### config.mk
export PLATFORM = sky130hd
export DESIGN_NAME = mem_port_arbiter
export DESIGN_NICKNAME = d
export VERILOG_FILES = /design/src/rtl/mem_port_arbiter.sv
export SDC_FILE = /design/constraint.sdc
export NUM_CORES = 1
export LEC_CHECK = 0
export BUFFER_PORTS_ARGS = -buffer_cell sky130_fd_sc_hd__buf_2
export CORE_AREA = 10 10 99 101
export CTS_CLUSTER_SIZE = 16
export DETAILED_ROUTE_END_ITERATION = 10
export DIE_AREA = 0 0 109 111
export PLACE_DENSITY = 0.68
export SKIP_CTS_REPAIR_TIMING = 1
export SYNTH_ARGS = -nofsm -noshare
export SYNTH_HDL_FRONTEND = slang
export SYNTH_SLANG_ARGS = --single-unit
export TNS_END_PERCENT = 30
### constraint.sdc
create_clock -name clk -period 2.1 [get_ports clk]
set_input_delay 0.315 -clock clk [delete_from_list [all_inputs] [get_ports clk]]
set_output_delay 0.315 -clock clk [all_outputs]
set_load 0.1 [all_outputs]
### src/rtl/mem_port_arbiter.sv
// mem_port_arbiter
//   Shares one SRAM-like memory port between the instruction-fetch master
//   (inst_*) and the data master (data_*). It grants one address phase per
//   cycle and holds that grant until memory accepts the address. A small
//   owner FIFO records which master issued each accepted address, so that
//   in-order mem_data_ok responses go back to the right master.
//
//   Handshake (all three sides): a master holds *_req high with stable
//   addr/wr/size/wdata until *_addr_ok is seen high in the same cycle; that
//   cycle is the accepted address phase. Each accepted address later gets
//   exactly one *_data_ok pulse, in issue order, carrying read data for
//   loads or completion for stores.
//
//   Ports:
//     clk, resetn                 clock, asynchronous active-low reset
//     inst_req/addr               fetch request and address
//     inst_addr_ok/data_ok/rdata  fetch accept, response valid, read data
//     data_req/wr/size/addr/wdata data-master request (size 0=B,1=H,2=W)
//     data_addr_ok/data_ok/rdata  data accept, response valid, read data
//     mem_req/wr/size/addr/wdata  request towards memory
//     mem_addr_ok/data_ok/rdata   memory accept, in-order response, data
//
//   Parameters:
//     MAX_OUTSTANDING  accepted-but-unanswered transactions (>=1)
//     CNT_W            outstanding counter width, must hold MAX_OUTSTANDING
//
//   Build option:
//     MEM_ARB_ROUND_ROBIN_EN  when defined, simultaneous unlocked requests
//                             alternate between masters; otherwise the data
//                             master always wins.
module mem_port_arbiter #(
    parameter int MAX_OUTSTANDING = 2,
    parameter int CNT_W           = 2
) (
    input  logic        clk,
    input  logic        resetn,
    input  logic        inst_req,
    input  logic [31:0] inst_addr,
    output logic        inst_addr_ok,
    output logic        inst_data_ok,
    output logic [31:0] inst_rdata,
    input  logic        data_req,
    input  logic        data_wr,
    input  logic [1:0]  data_size,
    input  logic [31:0] data_addr,
    input  logic [31:0] data_wdata,
    output logic        data_addr_ok,
    output logic        data_data_ok,
    output logic [31:0] data_rdata,
    output logic        mem_req,
    output logic        mem_wr,
    output logic [1:0]  mem_size,
    output logic [31:0] mem_addr,
    output logic [31:0] mem_wdata,
    input  logic        mem_addr_ok,
    input  logic        mem_data_ok,
    input  logic [31:0] mem_rdata
);

    localparam logic OWN_INST = 1'b0;
    localparam logic OWN_DATA = 1'b1;

    localparam int                PTR_W    = (MAX_OUTSTANDING > 1) ? $clog2(MAX_OUTSTANDING) : 1;
    localparam logic [PTR_W-1:0] PTR_LAST = PTR_W'(MAX_OUTSTANDING - 1);
    localparam logic [CNT_W-1:0] CNT_MAX  = CNT_W'(MAX_OUTSTANDING);

    logic                       r_lock;
    logic                       r_lock_owner;
    logic [CNT_W-1:0]           r_count;
    logic [PTR_W-1:0]           r_wr_ptr;
    logic [PTR_W-1:0]           r_rd_ptr;
    logic [MAX_OUTSTANDING-1:0] r_owner_fifo;
`ifdef MEM_ARB_ROUND_ROBIN_EN
    logic                       r_rr_last;
`endif

    logic w_full;
    logic w_owner;
    logic w_owner_req;
    logic w_mem_req;
    logic w_push;
    logic w_pop;
    logic w_head;

    // Explicit compare-and-reset so non-power-of-2 depths wrap correctly.
    function automatic logic [PTR_W-1:0] ptr_next(input logic [PTR_W-1:0] p);
        return (p == PTR_LAST) ? '0 : p + PTR_W'(1);
    endfunction

    assign w_full = (r_count == CNT_MAX);

    always_comb begin
        w_owner = OWN_INST;
        if (r_lock) begin
            w_owner = r_lock_owner;
`ifdef MEM_ARB_ROUND_ROBIN_EN
        end else if (data_req && inst_req) begin
            w_owner = (r_rr_last == OWN_DATA) ? OWN_INST : OWN_DATA;
`endif
        end else if (data_req) begin
            w_owner = OWN_DATA;
        end else begin
            w_owner = OWN_INST;
        end
    end

    assign w_owner_req = (w_owner == OWN_DATA) ? data_req : inst_req;
    // resetn gates every handshake output combinationally so they drop
    // the moment reset is asserted, not at the next edge.
    assign w_mem_req   = resetn && !w_full && w_owner_req;
    assign w_push      = w_mem_req && mem_addr_ok;
    // A response with nothing outstanding is stale and is dropped.
    assign w_pop       = resetn && mem_data_ok && (r_count != '0);
    assign w_head      = r_owner_fifo[r_rd_ptr];

    assign mem_req   = w_mem_req;
    assign mem_wr    = (w_owner == OWN_DATA) ? data_wr    : 1'b0;
    assign mem_size  = (w_owner == OWN_DATA) ? data_size  : 2'd2;
    assign mem_addr  = (w_owner == OWN_DATA) ? data_addr  : inst_addr;
    assign mem_wdata = (w_owner == OWN_DATA) ? data_wdata : 32'd0;

    assign inst_addr_ok = mem_addr_ok && w_mem_req && (w_owner == OWN_INST);
    assign data_addr_ok = mem_addr_ok && w_mem_req && (w_owner == OWN_DATA);
    assign inst_data_ok = w_pop && (w_head == OWN_INST);
    assign data_data_ok = w_pop && (w_head == OWN_DATA);
    assign inst_rdata   = mem_rdata;
    assign data_rdata   = mem_rdata;

    always_ff @(posedge clk or negedge resetn) begin
        if (!resetn) begin
            r_lock       <= 1'b0;
            r_lock_owner <= OWN_INST;
            r_count      <= '0;
            r_wr_ptr     <= '0;
            r_rd_ptr     <= '0;
            r_owner_fifo <= '0;
`ifdef MEM_ARB_ROUND_ROBIN_EN
            r_rr_last    <= OWN_DATA;
`endif
        end else begin
            // Lock keeps the presented address stable until accepted; a
            // master that withdraws its request releases the lock.
            if (w_push) begin
                r_lock <= 1'b0;
            end else if (w_mem_req) begin
                r_lock       <= 1'b1;
                r_lock_owner <= w_owner;
            end else if (r_lock && !w_owner_req) begin
                r_lock <= 1'b0;
            end

            if (w_push) begin
                r_owner_fifo[r_wr_ptr] <= w_owner;
                r_wr_ptr               <= ptr_next(r_wr_ptr);
`ifdef MEM_ARB_ROUND_ROBIN_EN
                r_rr_last              <= w_owner;
`endif
            end
            if (w_pop) begin
                r_rd_ptr <= ptr_next(r_rd_ptr);
            end

            if (w_push && !w_pop) begin
                r_count <= r_count + CNT_W'(1);
            end else if (w_pop && !w_push) begin
                r_count <= r_count - CNT_W'(1);
            end
        end
    end

`ifndef SYNTHESIS
    always_ff @(posedge clk) begin
        if (resetn && mem_data_ok && (r_count == '0)) begin
            $warning("mem_port_arbiter: mem_data_ok with no outstanding transaction ignored");
        end
    end
`endif

endmodule

==> results.yml, run 1 <==
critical_path:
  crit_chain: "or2b_2 -> o2111ai_2 -> or2_1 -> buf_4 -> nor2_4 -> buf_12"
  cp-start-kind: "flip-flop"
  max_stage_delay_ns: 0.41
  worstRegToRegCells: 8
  slowest_stage: "dfrtp_1"
  crit_path_end_kind: "output pin"
  cp.required_ns: 1.78
  path_max_fanout: 4
  crit_type: "flip-flop to output pin"
  arrival_ns: 1.73
logic_synthesis:
  synth_area_leaders: "buf_4, nand2_1, and2_1"
  syn_inst: 251
  ys_ff_latch: 8
  synth-seq-area-share_pct: 12.6
  synth.net_count: 389
  synth_cell_types: 29
  syn_avg_cell_area_um2: 6.31
  ys_warn_count: 0
  yosysTopAreaCellShare_pct: 30.8
  netlist_area_mm2: 0.00158
  synth_largest_area_cell: "buf_4"
cts:
  h-tree-depth: 1
  clk_latency_ns: 0.24
  cts_max_path_buffers: 2
  clkTransAtPathRegs_ns: 0.05
  tritoncts: "done"
  root_buffer: "clkbuf_8"
  cts_buffers: 3
  cts_sinks: 8
final_layout:
  final_nets: 503
  finalNonFillerCells: 468
  antennaDiodeCount: 0
  drive_gt1_share_pct: 55.1
  area_delta_synth_final_pct: 106
pwr:
  total_power_mw: 4.77
  leakage_nw: 1.70
  power_density_mw_per_mm2: 1460
  max-vdd-ir-drop_v: 0.000624
timing:
  relSlewSlack_pct: 67.6
  finalSetupViolCount: 0
  hold_viol_final: 0
  fmax_ghz: 0.490
  finalMaxSlewViolations: 0
  period_minus_slack_ns: 2.04
  worst-slew-pin-transition_ns: 0.489
  tns_ns: 0
  fin_crit_sh_pct: 97.3
  finClkSkew_ns: 0.00995
die:
  die-area_mm2: 0.0121
  rows: 33
  start_util_pct: 19.9
  coreArea_mm2: 0.00797
  io_pins: 273
  dieHeight_um: 111
  dieWidth_um: 109
placed_design:
  dp_cells: 461
  dpl.hpwl_mm: 6.69
  place_congestion: 0.779
  portBuffers: 176
detailed_routing:
  first_pass_iters: 4
  drtIter0Drc: 143
  wl_per_cell_um: 16.2
  ant_nets: 0
  drt_wl_total_mm: 7.57
  routed_via_density: 4.10
  via_count: 1919
  drc_errors: 0
run:
  cap_viol_max_count: 0
global_routing:
  grt_max_degree: 42
  grt_usage_pct: 11.4
  grt_pass1_wl_mm: 11.2
  grt-ovfl-total: 0
  grt_antenna_before_repair: 0
  grt_pass1_vias: 2189
min_path:
  hold_depth: 3
  hold_class: "input port to flip-flop"
status:
  outcome: "finished, final reports clean"
-- routing by layer --
layer  vias to the layer above  track usage [%]  share of wire, %
met1                       815             9.76                30
li1                        922                -                 -
met4                         0             5.63               4.1
met2                       146             20.6                50
met3                        36             6.28                16
met5                         -                0                 0
-- cell usage after synthesis, drive strengths merged --
master,number
ha,1
buf,70
xor2,2
o2111ai,1
a21oi,2
mux2,1
dfrtp,8
or2b,1
o21a,1
nor2b,1
o41ai,1
or2,3
xnor2,3
o211ai,1
o21ai,1
nand2,99
and2,34
mux2i,1
nand2b,2
inv,2
nor2,6
clkbuf,6
o31ai,3
nor3b,1
-- registers in the layout (all words and copies together), names as in the netlist --
signal / count
r_lock: 1
r_count: 2
r_rd_ptr: 1
r_owner_fifo: 2
r_lock_owner: 1
r_wr_ptr: 1
-- logic make-up (layout without fill, tap and decap cells) --
logic type / count (synthesis) / count (layout) / synth area share (%)
AOI/OAI and AO/OA: 10 / 10 / 5.93
xor gates and xnor gates: 5 / 5 / 2.77
adders and majority gates: 1 / 1 / 0.790
buffers and inverters: 78 / 190 / 34.8
DFF: 8 / 8 / 12.6
muxes: 2 / 2 / 1.34
and+or+nand+nor: 147 / 147 / 41.7
-- power by group --
group	internal, mW	switching [mW]	total (mW)
clock network	0.125	0.0663	0.191
registers	0.230	0.0840	0.314
logic	1.44	2.83	4.27
total	1.79	2.98	4.77
-- critical path: cells and delay by family (launching register included) --
| kind | cells | cell delay (ns) |
|---|---|---|
| and+or+nand+nor | 3 | 0.58 |
| DFF | 1 | 0.41 |
| buffers and inverters | 2 | 0.36 |
| AOI/OAI and AO/OA | 1 | 0.14 |
-- final timing paths --
path	to	slack, ns	from
worst max-delay path	inst_addr_ok	0.06	r_count[1]$_DFFE_PN0P_
worst min-delay path	r_lock_owner$_DFFE_PN0P_	0.36	mem_addr_ok
worst min register to register	r_rd_ptr$_DFFE_PN0P_	0.50	r_rd_ptr$_DFFE_PN0P_
worst max register to register	r_count[1]$_DFFE_PN0P_	0.17	r_lock_owner$_DFFE_PN0P_
min in group asynchronous	r_count[1]$_DFFE_PN0P_	0.58	resetn
max in group asynchronous	r_lock$_DFFE_PN0P_	1.23	resetn
-- cell type report --
type                    instances  area (µm²)
clock buffers                   3        41.3
repair buffers                185        2020
well taps                     105         131
inverters                       2        7.51
flip-flops and latches          8         201
multi-input cells             165         868
fillers                       788        4700
-- cells in the final DEF, fill, tap and decap left out, drive strengths merged --
master / count
nand2: 99
and2: 34
mux2: 1
nor2b: 1
a21oi: 2
or2: 3
nand2b: 2
dlygate4sd3: 1
clkbuf: 3
dfrtp: 8
nor3b: 1
ha: 1
o31ai: 3
o211ai: 1
mux2i: 1
or2b: 1
buf: 184
o2111ai: 1
xor2: 2
o21a: 1
nor2: 6
xnor2: 3
inv: 2
o41ai: 1
o21ai: 1
-- through the flow --
stage	area (µm²)	hold slack, ns	setup slack (ns)	utilization (%)
after floorplan	1590	0.0194	-0.148	-
after global placement	3170	0.178	0.315	39.8
after detailed placement	3170	0.187	0.217	39.8
after CTS	3210	-0.0618	-0.0368	40.3
after global routing	3270	0.389	-0.0243	41.0
final	3270	0.364	0.0573	41.0
Note: power is estimated with default switching activity, not from simulation.
==> run 2, diff against run 1 <==
- GPL_TIMING_DRIVEN: default -> 0
==> results.yml, run 2 (synthesis gave the netlist of run 1 again) <==
status:
  outcome: "finished, final reports clean"
final_layout:
  final_util_pct: 42.1
  drive_gt1_share_pct: 67.2
  final_nets: 637
  final_cell_mix: "buf_2, nand2_1, buf_4"
  antennaDiodeCount: 0
  fin_area_mm2: 0.00336
  final_common_cell: "buf_2"
  area_delta_synth_final_pct: 112
  reg.largest.list: "r_count x2, r_owner_fifo x2"
detailed_routing:
  ant_nets: 0
  drtIter0Drc: 95
  routed_via_density: 3.99
  drc_errors: 0
  first_pass_iters: 3
  drt_wl_total_mm: 8.95
  via_count: 2403
  wl_per_cell_um: 14.9
global_routing:
  grt_usage_pct: 12.7
  grt_max_degree: 12
  grt-ovfl-total: 0
  grt_antenna_before_repair: 0
  grt_pass1_vias: 2532
  grt_pass1_wl_mm: 12.7
die:
  dieHeight_um: 111
  start_util_pct: 19.9
  io_pins: 273
  coreArea_mm2: 0.00797
  dieWidth_um: 109
  die-area_mm2: 0.0121
  rows: 33
critical_path:
  arrival_ns: 1.70
  cp.depth: 6
  path_max_fanout: 5
  crit_path_end_kind: "output pin"
  r2r_setup_slack_ns: 0.19
  worstRegToRegCells: 9
  slowest_stage: "dfrtp_1"
  cp_top_family: "simple AND/OR/NAND/NOR gates"
  r2r_end: "r_count[1]$_DFFE_PN0P_"
  worst_r2r_startpoint: "r_count[0]$_DFFE_PN0P_"
  critPathBufInv: 2
  cp-start-kind: "flip-flop"
  max_stage_delay_ns: 0.40
  cp.required_ns: 1.78
  crit_type: "flip-flop to output pin"
  crit_chain: "or2b_2 -> o2111ai_2 -> or2_0 -> buf_6 -> nor2_2 -> buf_4"
placed_design:
  place_congestion: 0.810
  dpl-instance-area_mm2: 0.00292
  portBuffers: 240
  dpl.hpwl_mm: 7.88
run:
  cap_viol_max_count: 0
timing:
  hold-worst-slack_ns: 0.383
  fin_crit_sh_pct: 96.0
  finalMaxSlewViolations: 0
  finalSetupViolCount: 0
  period_minus_slack_ns: 2.02
  fmax_ghz: 0.496
  relSlewSlack_pct: 66.9
  finClkSkew_ns: 0.00131
  worst-slew-pin-transition_ns: 0.500
  hold_viol_final: 0
  tns_ns: 0
cts:
  clkTransAtPathRegs_ns: 0.04
  cts_max_path_buffers: 2
  tritoncts: "done"
  h-tree-depth: 1
  root_buffer: "clkbuf_8"
  cts_buffers: 3
  clk_latency_ns: 0.23
  cts_sinks: 8
pwr:
  total_power_mw: 4.70
  max-vdd-ir-drop_v: 0.000568
  power_density_mw_per_mm2: 1400
  leakage_nw: 2.05
min_path:
  min_to: "r_lock_owner$_DFFE_PN0P_"
  hold_class: "input port to flip-flop"
  holdCritStartpoint: "mem_addr_ok"
  hold_depth: 3
run 2: cell types whose count changed in the layout (fill, tap and decap cells not counted), sizes merged:
cell    delta
buf       +98
clkbuf    +36
run 2: power by group:
group | switching, mW | internal, mW | total [mW]
clock | 0.0650 | 0.124 | 0.190
combinational | 3.22 | 0.987 | 4.21
sequential | 0.0776 | 0.230 | 0.307
run 2: layout make-up:
class | count | area (µm²)
Multi-Input combinational cell | 165 | 858
Clock buffer | 3 | 41.3
Sequential cell | 8 | 201
Tap cell | 105 | 131
Inverter | 2 | 7.51
Buffer | 76 | 566
Timing Repair Buffer | 243 | 1550
Fill cell | 807 | 4610
run 2: worst max path at each step:
| stage | from | endpoint | slack [ns] |
|---|---|---|---|
| floorplan | r_rd_ptr$_DFFE_PN0P_ | inst_data_ok | -0.15 |
| global placement | data_req | mem_addr[30] | -0.19 |
| detailed placement | data_req | mem_addr[30] | -0.18 |
| CTS | r_lock$_DFFE_PN0P_ | mem_addr[30] | -0.36 |
| global route | r_lock$_DFFE_PN0P_ | mem_addr[1] | -0.0006 |
| finish | r_count[1]$_DFFE_PN0P_ | data_addr_ok | 0.08 |
run 2: layer usage:
layer	up-vias	wire (µm)	global-route usage, %	part of all wire, %
met5	-	0	0	0
met2	169	4630	24.4	52
met3	10	1480	7.09	17
met1	1032	2690	10.4	30
li1	1192	-	-	-
met4	0	144	3.87	1.6
run 2: through the flow:
stage,worst slack (ns),instances
3_3_place_gp,-0.188,596
5_1_grt,-0.000609,602
3_5_place_dp,-0.185,596
4_1_cts,-0.356,599
2_1_floorplan,-0.148,251
6_report,0.0841,602
run 2: worst reg2reg max path: stages (launching register included):
cell       delay, ns
dfrtp_1         0.41
or2b_2          0.33
o2111ai_2       0.11
or2_0           0.16
buf_6           0.14
inv_1           0.05
ha_1            0.20
xor2_1          0.14
nor2_1          0.11
xor2_1          0.18
